`config.mk`:
```
export PLATFORM = sky130hd
export DESIGN_NAME = control_unit
export DESIGN_NICKNAME = d
export VERILOG_FILES = /design/src/rtl/control_unit_pkg.sv /design/src/rtl/control_unit_branch_cond.sv /design/src/rtl/control_unit.sv
export SDC_FILE = /design/constraint.sdc
export NUM_CORES = 1
export LEC_CHECK = 0
export CAP_MARGIN = 20
export CORE_ASPECT_RATIO = 1.5
export CORE_MARGIN = 10
export CORE_UTILIZATION = 35
export DETAILED_ROUTE_END_ITERATION = 8
export PLACE_DENSITY = 0.66
export SLEW_MARGIN = 20
export SYNTH_ARGS = -nofsm -noshare
export SYNTH_HDL_FRONTEND = slang
export SYNTH_SLANG_ARGS = --single-unit
```
`constraint.sdc`:
```
create_clock -name clk -period 2.46 [get_ports clk]
set_input_delay 0.492 -clock clk [delete_from_list [all_inputs] [get_ports clk]]
set_output_delay 0.492 -clock clk [all_outputs]
set_load 0.02 [all_outputs]
```
`src/rtl/control_unit_pkg.sv`:
```
// Shared definitions for the multicycle sequencer: opcode map (common with the ALU),
// FSM state encodings, NZCV bit positions and the branch-offset sign extension.
package control_unit_pkg;

    localparam logic [3:0] OP_JMP = 4'h0;
    localparam logic [3:0] OP_ADD = 4'h1;
    localparam logic [3:0] OP_SUB = 4'h2;
    localparam logic [3:0] OP_LSL = 4'h3;
    localparam logic [3:0] OP_LSR = 4'h4;
    localparam logic [3:0] OP_AND = 4'h5;
    localparam logic [3:0] OP_OR  = 4'h6;
    localparam logic [3:0] OP_XOR = 4'h7;
    localparam logic [3:0] OP_LD  = 4'h8;
    localparam logic [3:0] OP_ST  = 4'h9;
    localparam logic [3:0] OP_MOV = 4'hA;
    localparam logic [3:0] OP_BEQ = 4'hB;
    localparam logic [3:0] OP_BNE = 4'hC;
    localparam logic [3:0] OP_BLT = 4'hD;
    localparam logic [3:0] OP_BGT = 4'hE;
    localparam logic [3:0] OP_CMP = 4'hF;

    typedef enum logic [2:0] {
        ST_IDLE   = 3'd0,
        ST_FETCH  = 3'd1,
        ST_DECODE = 3'd2,
        ST_EXEC   = 3'd3,
        ST_MEM    = 3'd4,
        ST_WB     = 3'd5
    } state_e;

    localparam int FLG_N = 3;
    localparam int FLG_Z = 2;
    localparam int FLG_C = 1;
    localparam int FLG_V = 0;

    function automatic logic [15:0] sext8(input logic [7:0] v);
        return {{8{v[7]}}, v};
    endfunction

endpackage

```
`src/rtl/control_unit_branch_cond.sv`:
```
// Branch decision from opcode and current NZCV; JMP always taken, non-branch opcodes never.
module branch_cond
    import control_unit_pkg::*;
(
    input  logic [3:0] op,
    input  logic [3:0] flags,
    output logic       taken
);

    always_comb begin
        taken = 1'b0;
        case (op)
            OP_JMP:  taken = 1'b1;
            OP_BEQ:  taken = flags[FLG_Z];
            OP_BNE:  taken = !flags[FLG_Z];
            OP_BLT:  taken = flags[FLG_N] ^ flags[FLG_V];
            OP_BGT:  taken = !flags[FLG_Z] && !(flags[FLG_N] ^ flags[FLG_V]);
            default: taken = 1'b0;
        endcase
    end

endmodule

```
`src/rtl/control_unit.sv`:
```
// Multicycle fetch/decode/execute sequencer: owns PC and NZCV, drives memory port,
// register file and the external combinational ALU.
module control_unit
    import control_unit_pkg::*;
#(
    parameter int WIDTH = 16
) (
    input  logic             clk,
    input  logic             rst_n,
    output logic             mem_req,
    output logic             mem_we,
    output logic [WIDTH-1:0] mem_addr,
    output logic [WIDTH-1:0] mem_wdata,
    input  logic             mem_ack,
    input  logic [WIDTH-1:0] mem_rdata,
    output logic [3:0]       rf_raddr0,
    output logic [3:0]       rf_raddr1,
    input  logic [WIDTH-1:0] rf_rdata0,
    input  logic [WIDTH-1:0] rf_rdata1,
    output logic             rf_we,
    output logic [3:0]       rf_waddr,
    output logic [WIDTH-1:0] rf_wdata,
    output logic [3:0]       alu_func,
    output logic [WIDTH-1:0] alu_op0,
    output logic [WIDTH-1:0] alu_op1,
    output logic             alu_flag_en,
    output logic [3:0]       alu_flag_in,
    input  logic [WIDTH-1:0] alu_q,
    input  logic [3:0]       alu_flag_out,
    output logic [WIDTH-1:0] pc,
    output logic [3:0]       flags,
    output logic [2:0]       state
);

    state_e           state_q;
    logic [WIDTH-1:0] pc_q;
    logic [3:0]       flags_q;
    logic [WIDTH-1:0] ir_q;
    logic [WIDTH-1:0] a_q;
    logic [WIDTH-1:0] b_q;
    logic [WIDTH-1:0] res_q;
    logic             taken;

    logic [3:0] op, rd, ra, rb;
    logic [7:0] imm8;
    logic       is_alu;

    assign op     = ir_q[15:12];
    assign rd     = ir_q[11:8];
    assign ra     = ir_q[7:4];
    assign rb     = ir_q[3:0];
    assign imm8   = ir_q[7:0];
    assign is_alu = (op != OP_JMP) && (op <= OP_XOR);

    assign pc          = pc_q;
    assign flags       = flags_q;
    assign state       = state_q;
    assign alu_flag_in = flags_q;

    branch_cond u_branch_cond (
        .op    (op),
        .flags (flags_q),
        .taken (taken)
    );

    // Outputs decode straight from registered state so reset clears them asynchronously.
    always_comb begin
        mem_req     = 1'b0;
        mem_we      = 1'b0;
        mem_addr    = '0;
        mem_wdata   = '0;
        rf_raddr0   = '0;
        rf_raddr1   = '0;
        rf_we       = 1'b0;
        rf_waddr    = '0;
        rf_wdata    = '0;
        alu_func    = '0;
        alu_op0     = '0;
        alu_op1     = '0;
        alu_flag_en = 1'b0;
        case (state_q)
            ST_FETCH: begin
                mem_req  = 1'b1;
                mem_addr = pc_q;
            end
            ST_DECODE: begin
                rf_raddr0 = ra;
                rf_raddr1 = (op == OP_ST) ? rd : rb;
            end
            ST_EXEC: begin
                if (is_alu || op == OP_CMP) begin
                    alu_func    = is_alu ? op : OP_SUB;
                    alu_op0     = a_q;
                    alu_op1     = b_q;
                    alu_flag_en = 1'b1;
                end else begin
                    alu_func = OP_ADD;
                    alu_op0  = pc_q;
                    alu_op1  = sext8(imm8);
                end
            end
            ST_MEM: begin
                mem_req   = 1'b1;
                mem_we    = (op == OP_ST);
                mem_addr  = a_q;
                mem_wdata = b_q;
            end
            ST_WB: begin
                rf_we    = 1'b1;
                rf_waddr = rd;
                rf_wdata = res_q;
            end
            default: ;
        endcase
    end

    always_ff @(posedge clk or negedge rst_n) begin
        if (!rst_n) begin
            state_q <= ST_IDLE;
            pc_q    <= '0;
            flags_q <= '0;
            ir_q    <= '0;
            a_q     <= '0;
            b_q     <= '0;
            res_q   <= '0;
        end else begin
            case (state_q)
                ST_IDLE: state_q <= ST_FETCH;
                ST_FETCH: if (mem_ack) begin
                    ir_q    <= mem_rdata;
                    pc_q    <= pc_q + 1'b1;
                    state_q <= ST_DECODE;
                end
                ST_DECODE: begin
                    a_q   <= rf_rdata0;
                    b_q   <= rf_rdata1;
                    res_q <= {8'h00, imm8};
                    if (op == OP_LD || op == OP_ST) state_q <= ST_MEM;
                    else if (op == OP_MOV)          state_q <= ST_WB;
                    else                            state_q <= ST_EXEC;
                end
                ST_EXEC: begin
                    res_q <= alu_q;
                    if (alu_flag_en) flags_q <= alu_flag_out;
                    if (taken)       pc_q    <= alu_q;
                    state_q <= is_alu ? ST_WB : ST_FETCH;
                end
                ST_MEM: if (mem_ack) begin
                    res_q   <= mem_rdata;
                    state_q <= (op == OP_ST) ? ST_FETCH : ST_WB;
                end
                ST_WB:   state_q <= ST_FETCH;
                default: state_q <= ST_IDLE;
            endcase
        end
    end

endmodule

```
Word level (Yosys, flattened, before mapping)
Cells that the tools add are included.
{"block": "op_classes", "add_sub_neg": 1, "n_lt_le_gt_ge": 1, "n_eq_ne": 16, "n_mux": 32, "bitwise_logic": 1, "n_reduce_logical": 18}
{"cell": "$mux W16", "count": 9}
{"cell": "$pmux W16 S2", "count": 2}
{"cell": "$pmux W16 S3", "count": 1}
{"cell": "$eq A4 B4 Y1 const B", "count": 8}
{"cell": "$mux W4", "count": 7}
{"cell": "$mux W3", "count": 6}
{"cell": "$add A16 B1 Y16 const B", "count": 1}
{"cell": "$pmux W3 S5", "count": 1}
{"cell": "$reduce_and A2 Y1", "count": 4}
{"cell": "$eq A3 B2 Y1 const B", "count": 2}
{"cell": "$eq A3 B3 Y1 const B", "count": 2}
{"cell": "$ne A2 B2 Y1 const B", "count": 3}
{"cell": "$mux W1", "count": 5}
{"cell": "$pmux W1 S5", "count": 1}
{"cell": "$le A4 B3 Y1 const B", "count": 1}
{"cell": "$logic_not A4 Y1", "count": 1}
{"cell": "$reduce_bool A4 Y1", "count": 1}
{"cell": "$reduce_or A2 Y1", "count": 2}
{"cell": "$eq A3 B1 Y1 const B", "count": 1}
{"cell": "$logic_not A3 Y1", "count": 1}
{"cell": "$reduce_and A3 Y1", "count": 1}
{"cell": "$reduce_bool A3 Y1", "count": 1}
{"cell": "$logic_and A1 B1 Y1", "count": 2}
{"cell": "$logic_not A1 Y1", "count": 2}
{"cell": "3 further kinds", "count": 4}
{"block": "word_totals", "reg_bits": 87, "in_bits": 71, "out_inout_bits": 127, "elab_cells": 76}

Depth between registers and ports, before layout
Gate-level depths: netlist of run 1.
{"block": "logic_depth", "word_depth": 6, "mapped_depth": 9, "depth_no_buf": 5}

By module
From an unflattened synthesis of run 1, not the netlist that was laid out.
{"block": "hier_totals", "cells_unflattened": 629, "hier_area_um2": 5158.7}
{"mod": "control_unit", "n_inst": 1, "cells_per_inst": 620, "area_per_inst_um2": 5103.6, "seq_area_each_um2": 2177.1}
{"mod": "branch_cond", "n_inst": 1, "cells_per_inst": 9, "area_per_inst_um2": 55.1, "seq_area_each_um2": 0.0}

Worst setup path after synthesis of run 1
Ideal clock, no wire load.
{"block": "synth_path", "kind": "reg2out", "start": "register state_q[0], in the netlist state[0]", "end": "output port rf_raddr1[0]", "arrival_time_ps": 1722, "required_time_ps": 1968, "path_slack_ps": 246, "stages_incl_launch_ff": 6, "path_buffers": 3, "path_cell_list": "dfrtp_1 > buf_2 > or3_1 > clkbuf_1 > clkbuf_1 > nor2_1"}
{"block": "synth_via", "elab_chain_len": 2}
{"item": "from (decl)", "line_no": "control_unit.sv:35", "text": "state_e state_q;"}
{"item": "from (signal assigned)", "line_no": "control_unit.sv:146", "text": "state_q <= is_alu ? ST_WB : ST_FETCH;"}
{"item": "from (signal assigned)", "line_no": "control_unit.sv:150", "text": "state_q <= (op == OP_ST) ? ST_FETCH : ST_WB;"}
{"item": "$eq A3 B2 Y1", "line_no": "control_unit.sv:81", "text": "case (state_q)"}
{"item": "$mux W4", "line_no": "control_unit.sv:81"}
{"item": "to (decl)", "line_no": "control_unit.sv:17", "text": "output logic [3:0] rf_raddr1,"}
Every way passes these cells.

Final worst setup path of run 1
{"block": "layout_path", "start": "register state_q[0], in the netlist state[0]", "end": "output port mem_wdata[5]"}
{"block": "layout_via", "elab_chain_len": 2}
{"item": "$eq A3 B3 Y1", "line_no": "control_unit.sv:81"}
{"item": "$mux W16", "line_no": "control_unit.sv:81"}
{"item": "to (decl)", "line_no": "control_unit.sv:13", "text": "output logic [WIDTH-1:0] mem_wdata,"}
Every way passes these cells.

==> summary.txt, run 1 <==
Synth
  – Largest family of logic cells by synthesized area: simple AND/OR/NAND/NOR gates
  – Synthesized area: between 5000 and 6000 sq um
  – EDFF count, synth: 0
  – Gate Count Post-Synth: 621
  – Post-Syn Area per Cell: 8.17 sq um
  – Xor/xnor cell area share of the yosys netlist: 0.00173
  – Number of distinct library cells after synthesis: 56
  – Simple-Gate Fraction of Synth Area: 0.264
  – Flops & latches, synth: 87
  – Post-synthesis compound-gate area fraction: 0.192
  – Post-synthesis async set-or-reset flop share: 1.00
  – Post-synth top flop: dfrtp_1
  – Synth area leaders: dfrtp_1 43%, nand2_1 13%, a21oi_1 5.4%
  – Cell accounting for the most synthesized area: dfrtp_1
  – Mux contribution to synthesized area: 0.0535
  – Net Count, Synth: ~690
  – Sequential fraction of the synthesis area: 0.429
  – Synth top area share: 0.429
  – Post-Synth Adder-Cell Area: 0.00247
  – Yosys synthesis warning count: 0
  – Most common cell in the netlist: nand2_1
  – Post-synth top cells: 181 x nand2_1, 87 x dfrtp_1, 55 x a21oi_1, 43 x and2_1, 31 x nor2_1

Power and ir drop
  – Worst VDD drop: approximately 0.69 mV
  – Part of the power in the clock network: 0.137
  – Reg power frac: 0.281
  – Internal power: approximately 5.6 mW
  – Net Switching: just under 5 mW
  – Power per Cell Area: between 1000 and 1500 nW/um^2
  – Leak pwr: between 3 and 4 nW
  – Combinational Power Share: 0.582
  – Final Total Pwr: between 10 and 15 mW
  – Switching Fraction: 0.467

Timing
  – Endpoints failing setup: 0
  – RSZ-0062 raised after global routing: false
  – Final hold vios: 0
  – Fin crit share: 0.976
  – Max Freq: ~420 MHz
  – Worst Clk Skew: 0.00535 ns
  – Setup ws final: 0.0598 ns
  – Slew @ Worst Pin: ~0.6 ns
  – Final worst path period need: roughly 2.4 ns
  – Setup TNS: 0 ns
  – Relative slew slack: 0.600
  – Slew Viols, Final: 0

Die
  – Top Ports: 198
  – Die height: ~170 um
  – DIE AREA: 19,800 sq um
  – Core Area: 14,100 sq um
  – Placement Rows: 53
  – Chip Width: about 120 um
  – Initial core utilization: 0.359

Cells and area
  – Post-layout nets: between 800 and 900
  – FF/Latch Area: between 2000 and 2500 sq um
  – Final Cell Area: between 7000 and 8000 sq um
  – Filler Cell Count: 1,372
  – Area taken by multi-input logic gates: 2680 sq um
  – Share of layout cells above drive strength 1: 0.168
  – Area Overhead vs Synth: 48.9%
  – Antenna cells: 0

Clocking
  – Clock sink count: between 80 and 90
  – TritonCTS buffer count: 9
  – Hold buffers post-CTS: 0
  – TritonCTS clock tree: built
  – Skew-Pair Late Insertion Delay: around 0.34 ns
  – Clock buffer depth: 2
  – Worst-path clk slew: 0.06 ns
  – H-tree depth: 3
  – Clk Tree Root Cell: clkbuf_16

Place
  – Placed Area: 7380 sq um
  – PortBufs: about 200
  – Dpl hpwl: 15.4 mm
  – RePlAce Congestion: just under 0.9
  – Pre-CTS WS: -0.0314 ns

Worst setup path
  – CP max-delay cell: dfrtp_2
  – CP startpoint kind: flip-flop
  – Critical path peak fanout: 25
  – Critical-path cell list: nor3_4, buf_4, buf_12, and2_1, dlygate4sd2_1
  – Crit end category: primary output
  – Critical Path Max Stage Delay: ~0.49 ns
  – CP Class: flip-flop to primary output
  – Delay-heaviest family, CP: buffers and inverters
  – Critical Path RT: around 2.0 ns
  – Worst path arrival time: between 1.5 and 2 ns
  – WP buf/inv: 3

Detailed routing
  – Vias: between 5,000 and 6,000
  – DRC: 0
  – Initial DRC count: between 300 and 400
  – DR pass1 iterations: 5
  – Post-Route WL: 20.5 mm
  – Per-cell routed wire length: roughly 20 um
  – Routed vias/inst: between 5 and 6
  – ANT nets after route: 0

Job
  – Max-cap violations: 0

Global routing
  – Initial antenna violation count: 0
  – Total GRT Usage: 0.197
  – Vias in the first global route: roughly 5,500
  – Largest net degree at the start of global routing: 52
  – Grt total ovfl: 0
  – First-pass GRT wire length: 31.5 mm

Run status
  – Status: completed

Min path
  – Hold Path Class: input port to async pin
## power by group through the flow
stage          Sequential [mW]  Clock, mW  Combinational (mW)
2_1_floorplan             2.85          0                3.48
3_3_place_gp              2.90          0                6.07
3_5_place_dp              2.94          0                6.14
4_1_cts                   2.94       1.45                5.97
5_1_grt                   3.06       1.49                6.63
6_report                  2.95       1.44                6.10
## layout by cell type, fill, tap and decap left out, types with 9 or more instances in the layout
cell and n:
nand2_1 180, clkbuf_16 11, clkbuf_2 23, mux2_2 13
clkdlybuf4s50_1 96, nand3_1 11, a21oi_1 53, dlygate4sd2_1 54
buf_2 15, nor2_1 30, a31oi_1 19, buf_4 23
dfrtp_1 83, a22o_1 17, a22oi_1 14, and2_1 43
o21ai_0 20, buf_12 9
## final timing paths
kind / endpoint / from / slack (ns) / cells past startpoint
max reg2reg: pc[0] / ir_q[14] / 0.49 / 6
min reg2reg: b_q[4] / b_q[4] / 0.49 / 2
min in group clk: b_q[4] / b_q[4] / 0.49 / 2
max in group asynchronous: state[0] / rst_n / 1.67 / 2
max: mem_wdata[5] / state[0] / 0.06 / 5
min: a_q[12] / rst_n / 0.12 / 1
## cell type report
| class | count | share of cell area |
|---|---|---|
| Clock buffer | 13 | 0.0358 |
| Inverter | 5 | 0.00282 |
| Clock inverter | 3 | 0.00530 |
| Sequential cell | 87 | 0.289 |
| Tap cell | 192 | 0.0318 |
| Timing Repair Buffer | 231 | 0.281 |
| Multi-Input combinational cell | 477 | 0.355 |
## metrics by stage
step                      utilization  hold slack, ns  cells
after floorplan                     -           0.196    621
after global placement          0.523           0.476    988
after detailed placement        0.523           0.476    988
after CTS                       0.543           0.136   1006
after global routing            0.535           0.170   1008
final                           0.535           0.121   1008
## layer usage
layer  GRT usage  up-vias  wire length [um]
met3      0.0424       43              1310
met5           0        -                 0
met2       0.354      225             10700
li1            -     2516                 -
met4      0.0755        0               658
met1       0.220     2566              7880
## sequential cells by signal (all words and copies together) (netlist names)
| signal | flops |
|---|---|
| alu_flag_in | 4 |
| ir_q | 16 |
| pc | 16 |
| a_q | 16 |
| res_q | 16 |
| b_q | 16 |
| state | 3 |
## kinds of logic (layout without fill, tap and decap cells)
| family | Yosys count | count (layout) |
|---|---|---|
| DFF | 87 | 87 |
| adders and majority gates | 1 | 1 |
| buffers and inverters | 58 | 252 |
| other | 1 | 1 |
| and+or+nand+nor | 298 | 299 |
| muxes | 23 | 23 |
| xor gates and xnor gates | 1 | 1 |
| AOI/OAI and AO/OA | 152 | 152 |
## repair_timing
item                       4_1_cts  5_1_grt
gates resized for setup        154       61
buffers inserted                 1        0
gates cloned                     1        2
pin swaps                        0        1
setup endpoints to repair       99       43
No activity file was read; power rests on OpenSTA's default activity.
==> run 2, diff against run 1 <==
--- a/config.mk
+++ b/config.mk
@@ -6,7 +6,7 @@
 export NUM_CORES = 1
 export LEC_CHECK = 0
 export CAP_MARGIN = 20
-export CORE_ASPECT_RATIO = 1.5
+export CORE_ASPECT_RATIO = 0.7
 export CORE_MARGIN = 10
 export CORE_UTILIZATION = 35
 export DETAILED_ROUTE_END_ITERATION = 8
==> run 2 against run 1 <==
  * Wire length shrank 3.4%
  * Global-route usage is essentially flat
  * Register-to-register slack lost 0.29 ns
  * Critical endpoint is now rf_raddr0[3]
  * Power grew 0.24%
  * Design area grew 0.98%
  * Non-clock buffer count grew 10
==> summary.txt, run 2 (synthesis results as in run 1) <==
Detailed routing
  – DRC: 0 (unchanged)
  – DR pass1 iterations: 7 (was 5)
  – Post-Route WL: 19.8 mm (was 20.5 mm)
  – ANT nets after route: 0 (unchanged)
  – Initial DRC count: 438 (was 357)
  – Routed vias/inst: 5.26 (was 5.31)
  – Per-cell routed wire length: 19.5 um (was 20.4 um)
  – Vias: 5,341 (was 5,350)

Place
  – RePlAce Congestion: 0.889 (was 0.892)
  – PortBufs: 196 (unchanged)
  – Placed cells: 990 (was 988)
  – Dpl hpwl: 14.9 mm (was 15.4 mm)
  – Pre-CTS WS: -0.0604 ns (was -0.0314 ns)
  – Placed Area: 7430 sq um (was 7380 sq um)

Timing
  – Max Freq: 419 MHz (was 417 MHz)
  – RSZ-0062 raised after global routing: false (unchanged)
  – Final worst path period need: 2.39 ns (was 2.40 ns)
  – Relative slew slack: 0.311 (was 0.600)
  – Final hold vios: 0 (unchanged)
  – Slew @ Worst Pin: 1.03 ns (was 0.599 ns)
  – Setup ws final: 0.0706 ns (was 0.0598 ns)
  – Fin crit share: 0.971 (was 0.976)
  – Smallest hold slack: 0.135 ns (was 0.121 ns)
  – Worst Clk Skew: 0.00710 ns (was 0.00535 ns)
  – Setup TNS: 0 ns (unchanged)
  – Endpoints failing setup: 0 (unchanged)
  – Slew Viols, Final: 0 (unchanged)

Worst setup path
  – Critical-path cell list: inv_2, nand2_1, nor2_4, buf_4, and2_1, dlygate4sd2_1 (was nor3_4, buf_4, buf_12, and2_1, dlygate4sd2_1)
  – CP max-delay cell: dfrtp_1 (was dfrtp_2)
  – Critical Path Max Stage Delay: 0.39 ns (was 0.49 ns)
  – Critical Path RT: 1.97 ns (about the same)
  – Critical path peak fanout: 4 (was 25)
  – CP Class: flip-flop to primary output (unchanged)
  – Crit end category: primary output (unchanged)
  – WP buf/inv: 3 (unchanged)
  – Worst path arrival time: 1.90 ns (was 1.91 ns)
  – Delay-heaviest family, CP: buffers and inverters (unchanged)
  – CP startpoint kind: flip-flop (unchanged)

Min path
  – Hold Path Class: input port to async pin (unchanged)

Global routing
  – Total GRT Usage: 0.196 (was 0.197)
  – First-pass GRT wire length: 31.0 mm (was 31.5 mm)
  – Largest net degree at the start of global routing: 50 (was 52)
  – Initial antenna violation count: 0 (unchanged)
  – Vias in the first global route: 5,394 (was 5,535)
  – Grt total ovfl: 0 (unchanged)

Cells and area
  – Share of layout cells above drive strength 1: 0.170 (was 0.168)
  – Area Overhead vs Synth: 50.4% (was 48.9%)
  – Final Cell Area: 7630 sq um (was 7550 sq um)
  – Commonest non-fill, non-tap cell in the layout: nand2_1 (unchanged)
  – Final cell count without fillers: 1,015 (was 1,008)
  – Commonest cells after routing, fill and taps aside: 180 x nand2_1, 96 x clkdlybuf4s50_1, 85 x dfrtp_1 (was 180 x nand2_1, 96 x clkdlybuf4s50_1, 83 x dfrtp_1)
  – Post-layout util: 0.543 (was 0.535)
  – Antenna cells: 0 (unchanged)
  – Post-layout nets: 892 (was 883)

Clocking
  – Clk Tree Root Cell: clkbuf_16 (unchanged)
  – TritonCTS clock tree: built (unchanged)
  – Clock sink count: 87 (unchanged)
  – TritonCTS buffer count: 9 (unchanged)
  – Worst-path clk slew: 0.06 ns (about the same)
  – Hold buffers post-CTS: 0 (unchanged)
  – Skew-Pair Late Insertion Delay: 0.34 ns (about the same)
  – H-tree depth: 3 (unchanged)
  – Clock buffer depth: 2 (unchanged)

Power and ir drop
  – Worst VDD drop: 0.631 mV (was 0.691 mV)
  – Leak pwr: 3.62 nW (was 3.57 nW)
  – Final Total Pwr: 10.5 mW (about the same)
  – Power per Cell Area: 1380 nW/um^2 (was 1390 nW/um^2)

Die
  – Initial core utilization: 0.361 (was 0.359)
  – Core Area: 14,100 sq um (about the same)
  – DIE AREA: 19,800 sq um (about the same)
  – Die height: 121 um (was 167 um)
  – Placement Rows: 36 (was 53)
  – Top Ports: 198 (unchanged)
  – Chip Width: 164 um (was 118 um)

Run status
  – Status: completed (unchanged)

Job
  – Max-cap violations: 0 (unchanged)
[run 2: cell count changes in the layout (fill, tap and decap cells not counted), sizes merged, moves of 6 or more]
cell / before / now
dlygate4sd2: 54 / 43
clkbuf: 38 / 45
buf: 49 / 55
clkdlybuf4s15: 7 / 13
[run 2: final timing paths]
check,from,to,slack (ns),cells after the start
setup / recovery,state[2],rf_raddr0[3],0.07,6
min in group clk,b_q[15],b_q[15],0.50,2
hold reg to reg,b_q[15],b_q[15],0.50,2
setup reg to reg,ir_q[14],pc[0],0.20,6
hold / removal,rst_n,alu_flag_in[2],0.13,1
max in group asynchronous,rst_n,ir_q[14],1.64,2
[run 2: repair_timing]
action / CTS / global route
pin swaps: 2 / 1
endpoints found under the hold margin: 0 / 0
endpoints found under the setup margin: 98 / 59
resized for setup: 127 / 86
setup buffers: 6 / 3
[run 2: where the power goes]
part	switching [mW]	leakage (nW)	total, mW	internal [mW]
Combinational	3.46	2.43	5.98	2.53
Sequential	0.776	1.03	2.93	2.15
Clock	0.573	0.164	1.60	1.02
[run 2: layout make-up]
class                      count  area (sq um)
clock buffer                  13           250
multi-input combinational    476          2670
clock inverter                 3          90.1
tap                          190           238
inverter                       5          18.8
fill                        1357          6420
timing repair buffer         241          2190
sequential                    87          2180
[run 2: metal layers]
layer,vias to the layer above,share of wire,global-route usage
met2,247,0.43,0.297
li1,2528,-,-
met1,2552,0.45,0.255
met4,0,0.0066,0.0323
met3,14,0.12,0.0895
met5,-,0,0
[run 2: worst reg2reg max path, stage by stage, from the launching register on]
cell and delay, ns:
dfrtp_2 0.46, buf_4 0.17, and4b_1 0.23, a21oi_1 0.05
o21bai_1 0.82, nand2_1 0.16, o31ai_1 0.28
==> run 3, diff against run 2 <==
==> constraint.sdc (replaced) <==
create_clock -name clk -period 2.7 [get_ports clk]
set_input_delay 0.54 -clock clk [delete_from_list [all_inputs] [get_ports clk]]
set_output_delay 0.54 -clock clk [all_outputs]
set_load 0.02 [all_outputs]
==> run 3 against run 2 <==
  * Non-clock buffer count down 13
  * Design area fell by 0.71%
  * Cell count decreased by 1.3%
  * Setup slack worse by 0.0016 ns
  * Largest cell class unchanged
==> summary.txt, run 3 (synthesis results as in run 1) <==
Timing
  – Slew Viols, Final: 0 (unchanged)
  – Max Freq: 380 MHz
  – Endpoints failing setup: 0 (unchanged)
  – Slew @ Worst Pin: 0.969 ns (was 1.03 ns)
  – Fin crit share: 0.974
  – Final hold vios: 0 (unchanged)
  – Worst Clk Skew: 0.00903 ns (was 0.00710 ns)
  – RSZ-0062 raised after global routing: true (was false)
  – Relative slew slack: 0.353 (was 0.311)
  – Setup TNS: 0 ns (unchanged)
  – Final worst path period need: between 2 and 3 ns

Clocking
  – Clk Tree Root Cell: clkbuf_16 (unchanged)
  – Worst-path clk slew: 0.07 ns (was 0.06 ns)
  – Clock buffer depth: 2 (unchanged)
  – Clock sink count: 87 (unchanged)
  – H-tree depth: 3 (unchanged)
  – Hold buffers post-CTS: 0 (unchanged)
  – TritonCTS clock tree: built (unchanged)
  – TritonCTS buffer count: 9 (unchanged)
  – Skew-Pair Late Insertion Delay: 0.35 ns (was 0.34 ns)

Die
  – Top Ports: 198 (unchanged)
  – Initial core utilization: 0.361 (unchanged)
  – Chip Width: 164 um (unchanged)
  – Core Area: 14,100 sq um (unchanged)
  – DIE AREA: 19,800 sq um (unchanged)
  – Die height: 121 um (unchanged)
  – Placement Rows: 36 (unchanged)

Worst setup path
  – CP max-delay cell: clkdlybuf4s50_1 (was dfrtp_1)
  – Critical Path RT: 2.16 ns (was 1.97 ns)
  – Crit end category: primary output (unchanged)
  – Critical Path Max Stage Delay: 0.60 ns (was 0.39 ns)
  – Critical-path cell list: inv_4, nand2_1, nor2_4, and2_1, clkdlybuf4s50_1 (was inv_2, nand2_1, nor2_4, buf_4, and2_1, dlygate4sd2_1)
  – CP startpoint kind: flip-flop (unchanged)
  – Worst path arrival time: 2.09 ns (was 1.90 ns)
  – Critical path peak fanout: 8 (was 4)
  – CP Class: flip-flop to primary output (unchanged)

Job
  – Max-cap violations: 0 (unchanged)

Min path
  – Hold Path Class: input port to async pin (unchanged)

Power and ir drop
  – Part of the power in the clock network: 0.141 (was 0.152)
  – Final Total Pwr: 9.22 mW (was 10.5 mW)
  – Internal power: 4.83 mW (was 5.70 mW)
  – Reg power frac: 0.293 (was 0.279)
  – Worst VDD drop: 0.575 mV (was 0.631 mV)
  – Power per Cell Area: 1220 nW/um^2 (was 1380 nW/um^2)
  – Combinational Power Share: 0.566 (was 0.569)
  – Leak pwr: 3.92 nW (was 3.62 nW)
  – Switching Fraction: 0.476 (was 0.457)
  – Net Switching: 4.39 mW (was 4.80 mW)

Place
  – Dpl hpwl: 14.9 mm (about the same)
  – RePlAce Congestion: 0.879 (was 0.889)
  – Placed Area: 7240 sq um (was 7430 sq um)
  – PortBufs: 196 (unchanged)
  – Placed cells: 978 (was 990)

Global routing
  – Largest net degree at the start of global routing: 45 (was 50)
  – Initial antenna violation count: 0 (unchanged)
  – Total GRT Usage: 0.200 (was 0.196)
  – Vias in the first global route: 5,443 (was 5,394)
  – Grt total ovfl: 0 (unchanged)
  – First-pass GRT wire length: 31.4 mm (was 31.0 mm)

Cells and area
  – Commonest cells after routing, fill and taps aside: 180 x nand2_1, 98 x clkdlybuf4s50_1, 83 x dfrtp_1 (was 180 x nand2_1, 96 x clkdlybuf4s50_1, 85 x dfrtp_1)
  – Area Overhead vs Synth: 49.3% (was 50.4%)
  – Post-layout nets: 879 (was 892)
  – Commonest non-fill, non-tap cell in the layout: nand2_1 (unchanged)
  – Share of layout cells above drive strength 1: 0.124 (was 0.170)
  – Final cell count without fillers: 1,002 (was 1,015)
  – Antenna cells: 0 (unchanged)
  – Final Cell Area: 7570 sq um (was 7630 sq um)

Detailed routing
  – DR pass1 iterations: 5 (was 7)
  – Initial DRC count: 421 (was 438)
  – Post-Route WL: 20.6 mm (was 19.8 mm)
  – Per-cell routed wire length: 20.5 um (was 19.5 um)
  – ANT nets after route: 0 (unchanged)
  – DRC: 0 (unchanged)
  – Routed vias/inst: 5.38 (was 5.26)
  – Vias: 5,389 (was 5,341)

Run status
  – Status: completed (unchanged)
-- run 3: cell types whose count changed in the layout (fill, tap and decap cells not counted), moves of 3 or more --
cell | before | now
buf_12 | 11 | 2
clkbuf_1 | 3 | 0
clkdlybuf4s15_1 | 13 | 4
buf_4 | 35 | 29
dlygate4sd2_1 | 43 | 56
dlymetal6s2s_1 | 2 | 25
clkbuf_2 | 32 | 12
buf_2 | 8 | 0
-- run 3: layer usage --
layer / track usage / part of all wire / up-vias
met2: 0.309 / 0.44 / 236
met3: 0.0793 / 0.11 / 12
met1: 0.262 / 0.44 / 2639
met4: 0.0351 / 0.0056 / 0
li1: - / - / 2502
met5: 0 / 0 / -
-- run 3: worst max-delay path, delay by kind of cell (launching register included) --
kind,cells,cell delay (ns)
buf+inv,2,0.73
simple gates,3,0.56
flops,1,0.46
-- run 3: timing repair --
item | in CTS | in global routing
pin swaps | 2 | 0
buffers inserted | 5 | 2
setup endpoints to repair | 84 | 46
resized for setup | 78 | 54
hold endpoints to repair | 0 | 0
cloned | 1 | 0
-- run 3: path summary, 6_finish.rpt --
check / start / to / slack (ns) / depth (start not counted)
hold reg to reg: b_q[12] / b_q[12] / 0.50 / 2
max in group asynchronous: rst_n / a_q[5] / 1.83 / 2
setup / recovery: state[2] / rf_raddr0[3] / 0.07 / 5
setup reg to reg: state[0] / res_q[0] / 0.46 / 5
min in group clk: b_q[12] / b_q[12] / 0.50 / 2
hold / removal: rst_n / res_q[12] / 0.20 / 1
-- run 3: cell type report --
class	instances	area, sq um
Clock buffer	10	239
Clock inverter	6	67.6
Fill cell	1331	6480
Inverter	5	21.3
Multi-Input combinational cell	476	2640
Sequential cell	87	2180
Tap cell	190	238
Timing Repair Buffer	228	2190
-- run 3: power by group through the flow --
stage | registers [mW] | clock network, mW | logic (mW)
finish | 2.70 | 1.30 | 5.22
global route | 2.81 | 1.39 | 5.70
CTS | 2.69 | 1.33 | 5.22
detailed placement | 2.70 | 0 | 5.41
global placement | 2.66 | 0 | 5.35
floorplan | 2.60 | 0 | 3.17
-- run 3: stage by stage --
step / hold WS (ns) / setup slack, ns / utilization
finish: 0.197 / 0.0689 / 0.539
global route: 0.246 / -0.0107 / 0.539
CTS: 0.215 / 0.0149 / 0.536
detailed placement: 0.486 / 0.167 / 0.515
global placement: 0.476 / 0.179 / 0.515
floorplan: 0.244 / 0.438 / -
